===== src/rtl/uart_rx_pkg.sv =====
// Shared types and constants for the UART receiver: FSM states, parity type, error flag layout.
package uart_rx_pkg;

  typedef enum logic [2:0] {
    ST_IDLE,
    ST_START,
    ST_DATA,
    ST_PARITY,
    ST_STOP1,
    ST_STOP2
  } rx_state_e;

  typedef enum logic {
    PAR_EVEN = 1'b0,
    PAR_ODD  = 1'b1
  } par_typ_e;

  localparam int unsigned ERR_PAR = 0;
  localparam int unsigned ERR_STP = 1;
  localparam int unsigned ERR_OVR = 2;
  localparam int unsigned ERR_W   = 3;

  // Majority vote used for every received bit.
  function automatic logic maj3(input logic a, input logic b, input logic c);
    return (a & b) | (a & c) | (b & c);
  endfunction

endpackage


===== src/rtl/uart_os_tick.sv =====
// Oversample tick generator: one-clock pulse every max(i_prescale,1) clocks, restartable.
module uart_os_tick #(
  parameter int unsigned PRESCALE_W = 6
) (
  input  logic                  i_clk,
  input  logic                  i_arst_n,
  input  logic                  i_restart,
  input  logic [PRESCALE_W-1:0] i_prescale,
  output logic                  o_tick
);

  logic [PRESCALE_W-1:0] r_cnt;
  logic [PRESCALE_W-1:0] w_last;

  // A prescale of zero behaves like one: tick every clock.
  assign w_last = (i_prescale == '0) ? '0 : i_prescale - PRESCALE_W'(1);

  always_ff @(posedge i_clk or negedge i_arst_n) begin
    if (!i_arst_n) begin
      r_cnt  <= '0;
      o_tick <= 1'b0;
    end else if (i_restart) begin
      r_cnt  <= '0;
      o_tick <= 1'b0;
    end else if (r_cnt >= w_last) begin
      r_cnt  <= '0;
      o_tick <= 1'b1;
    end else begin
      r_cnt  <= r_cnt + PRESCALE_W'(1);
      o_tick <= 1'b0;
    end
  end

endmodule


===== src/rtl/uart_rx_core.sv =====
// UART receiver: synchronised line, 3-sample majority per bit, optional parity and second stop bit,
// single-entry output register with ready handshake and overrun flag.
module uart_rx_core
  import uart_rx_pkg::*;
#(
  parameter int unsigned DATA_W     = 8,
  parameter int unsigned OS_RATE    = 16,
  parameter int unsigned PRESCALE_W = 6
) (
  input  logic                  i_clk,
  input  logic                  i_arst_n,
  input  logic                  i_rx_in,
  input  logic [PRESCALE_W-1:0] i_prescale,
  input  logic                  i_par_en,
  input  logic                  i_par_typ,
  input  logic                  i_stop2,
  input  logic                  i_ready,
  output logic [DATA_W-1:0]     o_data,
  output logic                  o_valid,
  output logic [ERR_W-1:0]      o_error_flag,
  output logic                  o_active_flag
);

  localparam int unsigned OS_W  = $clog2(OS_RATE);
  localparam int unsigned BIT_W = $clog2(DATA_W + 1);
  localparam logic [OS_W-1:0] SMP_A   = OS_W'(OS_RATE / 2 - 1);
  localparam logic [OS_W-1:0] SMP_B   = OS_W'(OS_RATE / 2);
  localparam logic [OS_W-1:0] SMP_C   = OS_W'(OS_RATE / 2 + 1);
  localparam logic [OS_W-1:0] OS_LAST = OS_W'(OS_RATE - 1);

  logic                  r_sync1, r_sync2, r_rx_prev;
  rx_state_e             r_state, w_state_nxt;
  logic                  r_active;
  logic [OS_W-1:0]       r_os_cnt;
  logic [BIT_W-1:0]      r_bit_cnt;
  logic [1:0]            r_smp;
  logic [DATA_W-1:0]     r_shift;
  logic                  r_par_err, r_stp_err;
  logic [PRESCALE_W-1:0] r_prescale;
  logic                  r_par_en, r_stop2;
  par_typ_e              r_par_typ;
  logic                  w_tick;
  logic                  w_start_c, w_bit_end_c, w_maj_c, w_load_c;

  uart_os_tick #(.PRESCALE_W(PRESCALE_W)) u_tick (
    .i_clk      (i_clk),
    .i_arst_n   (i_arst_n),
    .i_restart  (w_start_c),
    .i_prescale (r_prescale),
    .o_tick     (w_tick)
  );

  // Two-flop synchroniser plus one history flop for edge detection; idle-high after reset.
  always_ff @(posedge i_clk or negedge i_arst_n) begin
    if (!i_arst_n) begin
      r_sync1   <= 1'b1;
      r_sync2   <= 1'b1;
      r_rx_prev <= 1'b1;
    end else begin
      r_sync1   <= i_rx_in;
      r_sync2   <= r_sync1;
      r_rx_prev <= r_sync2;
    end
  end

  always_ff @(posedge i_clk or negedge i_arst_n) begin
    if (!i_arst_n) begin
      r_state  <= ST_IDLE;
      r_active <= 1'b0;
    end else begin
      r_state  <= w_state_nxt;
      r_active <= (w_state_nxt != ST_IDLE);
    end
  end

  // Bit decisions happen on the third sample; the frame ends mid-way through the last stop bit.
  always_comb begin
    w_state_nxt = r_state;
    w_start_c   = 1'b0;
    w_load_c    = 1'b0;
    w_bit_end_c = w_tick && (r_os_cnt == SMP_C);
    w_maj_c     = maj3(r_smp[0], r_smp[1], r_sync2);
    unique case (r_state)
      ST_IDLE: begin
        if (r_rx_prev && !r_sync2) begin
          w_start_c   = 1'b1;
          w_state_nxt = ST_START;
        end
      end
      ST_START: begin
        if (w_bit_end_c) w_state_nxt = w_maj_c ? ST_IDLE : ST_DATA;
      end
      ST_DATA: begin
        if (w_bit_end_c && (r_bit_cnt == BIT_W'(DATA_W - 1)))
          w_state_nxt = r_par_en ? ST_PARITY : ST_STOP1;
      end
      ST_PARITY: begin
        if (w_bit_end_c) w_state_nxt = ST_STOP1;
      end
      ST_STOP1: begin
        if (w_bit_end_c) begin
          if (r_stop2) begin
            w_state_nxt = ST_STOP2;
          end else begin
            w_state_nxt = ST_IDLE;
            w_load_c    = 1'b1;
          end
        end
      end
      ST_STOP2: begin
        if (w_bit_end_c) begin
          w_state_nxt = ST_IDLE;
          w_load_c    = 1'b1;
        end
      end
      default: w_state_nxt = ST_IDLE;
    endcase
  end

  // Frame datapath: config latch, oversample position, sample capture, shift and error accumulation.
  always_ff @(posedge i_clk or negedge i_arst_n) begin
    if (!i_arst_n) begin
      r_os_cnt   <= '0;
      r_bit_cnt  <= '0;
      r_smp      <= '0;
      r_shift    <= '0;
      r_par_err  <= 1'b0;
      r_stp_err  <= 1'b0;
      r_prescale <= '0;
      r_par_en   <= 1'b0;
      r_par_typ  <= PAR_EVEN;
      r_stop2    <= 1'b0;
    end else begin
      if (w_start_c) begin
        r_os_cnt   <= '0;
        r_bit_cnt  <= '0;
        r_par_err  <= 1'b0;
        r_stp_err  <= 1'b0;
        r_prescale <= i_prescale;
        r_par_en   <= i_par_en;
        r_par_typ  <= par_typ_e'(i_par_typ);
        r_stop2    <= i_stop2;
      end else if (w_tick) begin
        r_os_cnt <= (r_os_cnt == OS_LAST) ? '0 : r_os_cnt + OS_W'(1);
      end
      if (w_tick && (r_os_cnt == SMP_A)) r_smp[0] <= r_sync2;
      if (w_tick && (r_os_cnt == SMP_B)) r_smp[1] <= r_sync2;
      if (w_bit_end_c) begin
        unique case (r_state)
          ST_DATA: begin
            r_shift   <= {w_maj_c, r_shift[DATA_W-1:1]};
            r_bit_cnt <= r_bit_cnt + BIT_W'(1);
          end
          ST_PARITY: r_par_err <= (^r_shift) ^ w_maj_c ^ (r_par_typ == PAR_ODD);
          ST_STOP1, ST_STOP2: begin
            if (!w_maj_c) r_stp_err <= 1'b1;
          end
          default: ;
        endcase
      end
    end
  end

  // Output word register; a load while the previous word is still unconsumed flags overrun.
  always_ff @(posedge i_clk or negedge i_arst_n) begin
    if (!i_arst_n) begin
      o_data       <= '0;
      o_valid      <= 1'b0;
      o_error_flag <= '0;
    end else if (w_load_c) begin
      o_data                <= r_shift;
      o_valid               <= 1'b1;
      o_error_flag[ERR_PAR] <= r_par_err;
      o_error_flag[ERR_STP] <= r_stp_err | ~w_maj_c;
      o_error_flag[ERR_OVR] <= o_valid & ~i_ready;
    end else if (i_ready) begin
      o_valid <= 1'b0;
    end
  end

  assign o_active_flag = r_active;

endmodule


===== config.mk =====
export PLATFORM = sky130hd
export DESIGN_NAME = uart_rx_core
export DESIGN_NICKNAME = d
export VERILOG_FILES = /design/src/rtl/uart_rx_pkg.sv /design/src/rtl/uart_os_tick.sv /design/src/rtl/uart_rx_core.sv
export SDC_FILE = /design/constraint.sdc
export NUM_CORES = 1
export LEC_CHECK = 0
export ABC_CLOCK_PERIOD_IN_PS = 2250
export CAP_MARGIN = 5
export CORE_ASPECT_RATIO = 0.6
export CORE_MARGIN = 1
export CORE_UTILIZATION = 57
export DETAILED_ROUTE_END_ITERATION = 8
export HOLD_SLACK_MARGIN = 0.15
export PLACE_DENSITY_LB_ADDON = 0.15
export SLEW_MARGIN = 25
export SYNTH_ARGS = -nofsm -noshare
export SYNTH_HDL_FRONTEND = slang
export SYNTH_SLANG_ARGS = --single-unit

===== constraint.sdc =====
create_clock -name i_clk -period 2.25 [get_ports i_clk]
set_input_delay 0.3375 -clock i_clk [delete_from_list [all_inputs] [get_ports i_clk]]
set_output_delay 0.3375 -clock i_clk [all_outputs]
set_load 0.01 [all_outputs]

---- Yosys cells after proc, flatten, opt, wreduce, memory -nomap -nowiden ----
Cells that the tools add are included.
operators by class
  add/subtract/negate cells ............... 4
  $lt $le $gt $ge ......................... 1
  equality and inequality tests ........... 10
  muxes and demuxes ....................... 36
  bitwise logic cells ..................... 11
  reductions and logical operators ........ 14
operator list
  cell                 number
  $mux 3               8
  $mux 4               6
  $mux 6               3
  $pmux 3 s6           1
  $mux 1               16
  $eq 4x4->1 const B   3
  $add 4x1->4 const B  2
  $eq 4x3->1 const B   2
  $reduce_xor 8->1     1
  $add 6x1->6 const B  1
  $eq 3x2->1 const B   2
  $eq 3x3->1 const B   2
  $ge 6x6->1           1
  $logic_not 6->1      1
  $sub 6x1->6 const B  1
  $logic_and 1x1->1    5
  $and 1x1->1          4
  $reduce_bool 2->1    2
  $eq 3x1->1 const B   1
  $logic_not 3->1      1
  $or 1x1->1           3
  $reduce_bool 3->1    1
  $mux 2               1
  $not 1->1            2
  5 further kinds      6
word-level totals
  register bits ........................... 55
  input port bits ......................... 13
  output and inout port bits .............. 13
  word-level logic and storage cells ...... 97

---- Logic depth before layout (Yosys ltp) ----
  depth in word-level cells ............... 8
  depth in mapped cells ................... 10
  depth with buffers taken out ............ 10

---- Modules after synthesis ----
Synthesis repeated with hierarchy kept, for this count alone.
unflattened totals
  cell total of the unflattened synthesis .. 246
  area total of the unflattened synthesis .. 2,745.1 µm²
modules (own cells, without submodules)
  module        times used  cells each  area an instance (µm²)  sequential area each (µm²)
  uart_rx_core  1           186         2,213.4                 1,204.9
  uart_os_tick  1           60          531.8                   175.2

---- Worst setup path before layout ----
Ideal clock, no wire load.
  kind .................................... register to register
  start point ............................. register r_prescale[0]
  end point ............................... register u_tick.o_tick
  library setup time ...................... 0.119 ns
  data arrival time ....................... 1.942 ns
  data required time ...................... 2.131 ns
  setup slack ............................. 0.189 ns
  stages on the path, launching flop included .. 11
  buffers on the path ..................... 0
  clock period less this slack ............ 2.061 ns
  path through ............................ dfrtp_1 > inv_1 > ha_1 > nand3b_1 > and2_1 > ha_1 > nand2b_1 > a21o_1 > a21oi_1 > o21ai_1 > and2_1
on the way
  cells in the longest elaborated chain, start to end .. 5
  elaborated cells between the ends (all ways) .. 6
  those cells by class .................... 1 x add/sub; 1 x order compare; 3 x mux; 1 x reduce/logical
ends and longest elaborated chain
  what                                            RTL line             text
  from (decl)                                     uart_rx_core.sv:39   logic [PRESCALE_W-1:0] r_prescale;
  from (signal assigned)                          uart_rx_core.sv:139  r_prescale <= i_prescale;
  $sub 6x1->6 or $logic_not 6->1 (tied branches)  uart_os_tick.sv:16   assign w_last = (i_prescale == '0) ? '0 : i_prescale - PRESCALE_W'(1);
  $mux 6 (*)                                      uart_os_tick.sv:16
  $ge 6x6->1 (*)                                  uart_os_tick.sv:25   end else if (r_cnt >= w_last) begin
  $mux 1 (*)                                      uart_os_tick.sv:25
  $mux 1 (*)                                      uart_os_tick.sv:22   end else if (i_restart) begin
  to (signal assigned)                            uart_os_tick.sv:21   o_tick <= 1'b0;
  to (signal assigned)                            uart_os_tick.sv:24   o_tick <= 1'b0;
  to (signal assigned)                            uart_os_tick.sv:27   o_tick <= 1'b1;
  to (decl)                                       uart_os_tick.sv:9    output logic o_tick
Every way passes the cells marked *; elsewhere a longest branch is shown, timed or not.
A chain may end at the register's enable or synchronous reset.

---- Final worst setup path ----
  start point ............................. register r_prescale[1]
  end point ............................... register u_tick.r_cnt[4]
on the way
  cells in the longest elaborated chain, start to end .. 5
  elaborated cells between the ends (all ways) .. 6
  those cells by class .................... 1 x add/sub; 1 x order compare; 3 x mux; 1 x reduce/logical
ends and longest elaborated chain
  what                                            RTL line            text
  $sub 6x1->6 or $logic_not 6->1 (tied branches)  uart_os_tick.sv:16
  $mux 6 (*)                                      uart_os_tick.sv:16
  $ge 6x6->1 (*)                                  uart_os_tick.sv:25
  $mux 6 (*)                                      uart_os_tick.sv:25
  $mux 6 (*)                                      uart_os_tick.sv:22
  to (signal assigned)                            uart_os_tick.sv:29  r_cnt <= r_cnt + PRESCALE_W'(1);
  to (decl)                                       uart_os_tick.sv:12  logic [PRESCALE_W-1:0] r_cnt;
Marks and branches as above.

==> flow_summary_export.csv <==
group,metric,value,unit
worst_setup_path,start_kind,"flop",
global_routing,antenna_found_initial,0,
logic_synthesis,synth_edf_count,0,
placed_design,dp_slack,-0.0199,ns
layout,seq_area,1380,um2
clocking,worstSkewPairLatency,0.31,ns
worst_hold_path,worstHoldEndpoint,"r_sync2",
sta,slew_headroom,60.3,%
layout,finish.cell_count_without_fillers,337,
placed_design,place.gp.congestion,0.804,
drt,drc,0,
worst_setup_path,critPathArrivalTime,2.34,ns
sta,fin_crit_sh,93.6,%
worst_setup_path,required,2.48,ns
logic_synthesis,ys_ff_latch,55,
logic_synthesis,synth.distinct_cells,43,
drt,ant_nets,0,
logic_synthesis,yosys_warnings,0,
pwr,leakagePower,0.00149,uW
placed_design,placed_cells,328,
placed_design,io_buffers,25,
drt,vias_per_cell,5.37,
pwr,p_per_area,825,nW/um2
layout,nNetsFinal,301,
layout,multi_input_area,1260,um2
sta,finalWorstSetupSlack,0.143,ns
drt,avgRoutedWirePerCell,14.9,um
global_routing,grt_max_degree,29,
worst_hold_path,hold_depth,0,
pwr,ir_worst_vdd,478,uV
sta,drv_slew,0,
floorplan,rows,18,
clocking,post-cts-setup-buffer-count,0,
worst_setup_path,ff2ff_path_depth,10,
drt,num_vias,1810,
clocking,clock-root-buffer,"clkbuf_8",
worst_setup_path,cp_max_fo,7,
logic_synthesis,syn_inst,244,
floorplan,start_util,62.5,%
clocking,cts_buffer_depth,2,
global_routing,track_usage,22.2,%
sta,finalHoldViolations,0,
drt,wl,5030,um
worst_hold_path,hp-class,"reg -> reg",
floorplan,ios,26,
layout,final_common_cell,"dfrtp_1",
layout,mostFrequentLayoutCells,"dfrtp_1, nand2_1, clkdlybuf4s50_1",
worst_setup_path,crit_type,"reg -> reg",
floorplan,die_area,5030,um2
placed_design,dp_hpwl,3620,um
layout,fill_cells,326,
worst_setup_path,reg2reg_from,"r_prescale[1]",
worst_setup_path,r2r_end,"u_tick.r_cnt[4]",
clocking,cts_tree,"built",
clocking,clock_sinks,55,
layout,drive_gt1_share,20.2,%
worst_setup_path,crit_path_top_delay_cell,"dfrtp_1",
worst_setup_path,end_kind,"flop",
sta,worst_pin_slew,0.596,ns
layout,antennaDiodeCount,0,
sta,whs,0.366,ns
clocking,cts_buffers,5,
logic_synthesis,ys_seq_area_share,51.1,%
layout,area_delta_synth_final,18.2,%
logic_synthesis,syn_area_per_cell,11.1,um2
worst_hold_path,hold_path.startpoint,"r_sync1",
sta,max_clock_freq,0.475,GHz
outcome,status,"finished, final reports clean",
global_routing,overflow,0,
logic_synthesis,synth_flop_cell,"dfrtp_1",
pwr,finalPower,2630,uW
sta,skew,0.00797,ns
worst_setup_path,crit_path_cell_trace,"inv_2 -> ha_4 -> nand3b_1 -> and2_1 -> ha_1 -> nand2b_1 -> a21o_1 -> a21oi_2 -> o21ai_4 -> nor3_1",
worst_setup_path,max_stage_delay,0.40,ns
logic_synthesis,synth_area,2700,um2
sta,setup_viol,0,
logic_synthesis,synth_fp_nets,269,
global_routing,grt_pass1_vias,1760,
floorplan,die_w,90.9,um
drt,dr.pass1.iters,4,
clocking,clk_pin_slew,0.10,ns
sta,period_needed,2.11,ns
run,drv_cap,0,
floorplan,core_area,4320,um2
drt,drtIter0Drc,97,
worst_setup_path,rrSetupSlack,0.14,ns
logic_synthesis,ys_async_sr_fraction,100,%
floorplan,die_h,55.3,um
clocking,htree_num_levels,2,
global_routing,grt_pass1_wl,8610,um
## Yosys cell counts (all sizes together), types with 8 or more instances
library cell	instances	area share, %
nand3	9	1.7
xnor2	9	2.9
mux2	20	9.0
nor3	11	2.5
dfrtp	52	48
o21ai	11	2.2
a21oi	9	1.7
inv	9	1.3
nor2	11	1.5
xor2	8	2.6
nand2	41	5.7
ha	12	5.6
buf	8	2.9
## repair_timing
action                     4_1_cts  5_1_grt
hold buffers                     1        0
hold endpoints to repair        26        0
setup endpoints to repair        7        7
resized for setup                3        9
pin swaps                        0        3
## state kept, by name (all words and copies together) (netlist names), 3 cells and up
| name | flops |
|---|---|
| r_os_cnt | 4 |
| r_bit_cnt | 4 |
| o_error_flag | 3 |
| u_tick.r_cnt | 6 |
| o_data | 8 |
| r_state | 3 |
| r_prescale | 6 |
| r_shift | 8 |
## routing by layer
layer	vias up	global-route usage (%)	part of all wire [%]
met5	-	0	0
met4	0	7.26	1.2
met3	5	4.27	4.9
met2	40	31.6	42
met1	868	33.9	52
li1	897	-	-
## per-stage QoR
step / TNS, ns / util (%) / cell area, um2
after floorplan: 0 / - / 2700
after global placement: 0 / 69.4 / 3000
after detailed placement: -0.0528 / 69.4 / 3000
after CTS: 0 / 72.9 / 3150
after global routing: -0.00416 / 73.9 / 3190
final: 0 / 73.9 / 3190
## final cells by class
| class | count | share of cell area, % |
|---|---|---|
| Timing Repair Buffer | 34 | 9.87 |
| Clock buffer | 6 | 2.27 |
| Clock inverter | 2 | 1.88 |
| Tap cell | 60 | 2.35 |
| Multi-Input combinational cell | 171 | 39.4 |
| Inverter | 9 | 1.06 |
| Sequential cell | 55 | 43.2 |
## cell families after synthesis
| kind of cell | Yosys count | synth area share (%) |
|---|---|---|
| fa+ha+maj | 13 | 5.93 |
| simple gates | 91 | 17.0 |
| compound gates | 28 | 6.48 |
| buf+inv | 18 | 4.26 |
| xor+xnor | 17 | 5.51 |
| mux | 22 | 9.77 |
| flops | 55 | 51.1 |
## worst max-delay path, delay by kind of cell (launching register included)
family / cells / cell delay [ns]
compound gates: 3 / 0.46
flops: 1 / 0.40
simple gates: 4 / 0.65
fa+ha+maj: 2 / 0.41
buf+inv: 1 / 0.09
## power breakdown
group | switching (uW) | total, uW | internal [uW]
logic | 317 | 614 | 298
clock network | 318 | 763 | 445
registers | 143 | 1260 | 1110
## how the worst max path moves through the flow
| stage | from | endpoint | slack, ns | depth (start not counted) |
|---|---|---|---|---|
| 5_1_grt | r_prescale[1] | u_tick.r_cnt[5] | -0.004 | 10 |
| 4_1_cts | r_prescale[1] | u_tick.r_cnt[2] | 0.006 | 10 |
| 2_1_floorplan | r_prescale[0] | u_tick.o_tick | 0.19 | 10 |
| 3_5_place_dp | r_prescale[1] | u_tick.o_tick | -0.02 | 10 |
| 3_3_place_gp | r_prescale[4] | u_tick.o_tick | 0.04 | 9 |
| 6_report | r_prescale[1] | u_tick.r_cnt[4] | 0.14 | 10 |
No activity file was read; power rests on OpenSTA's default activity.
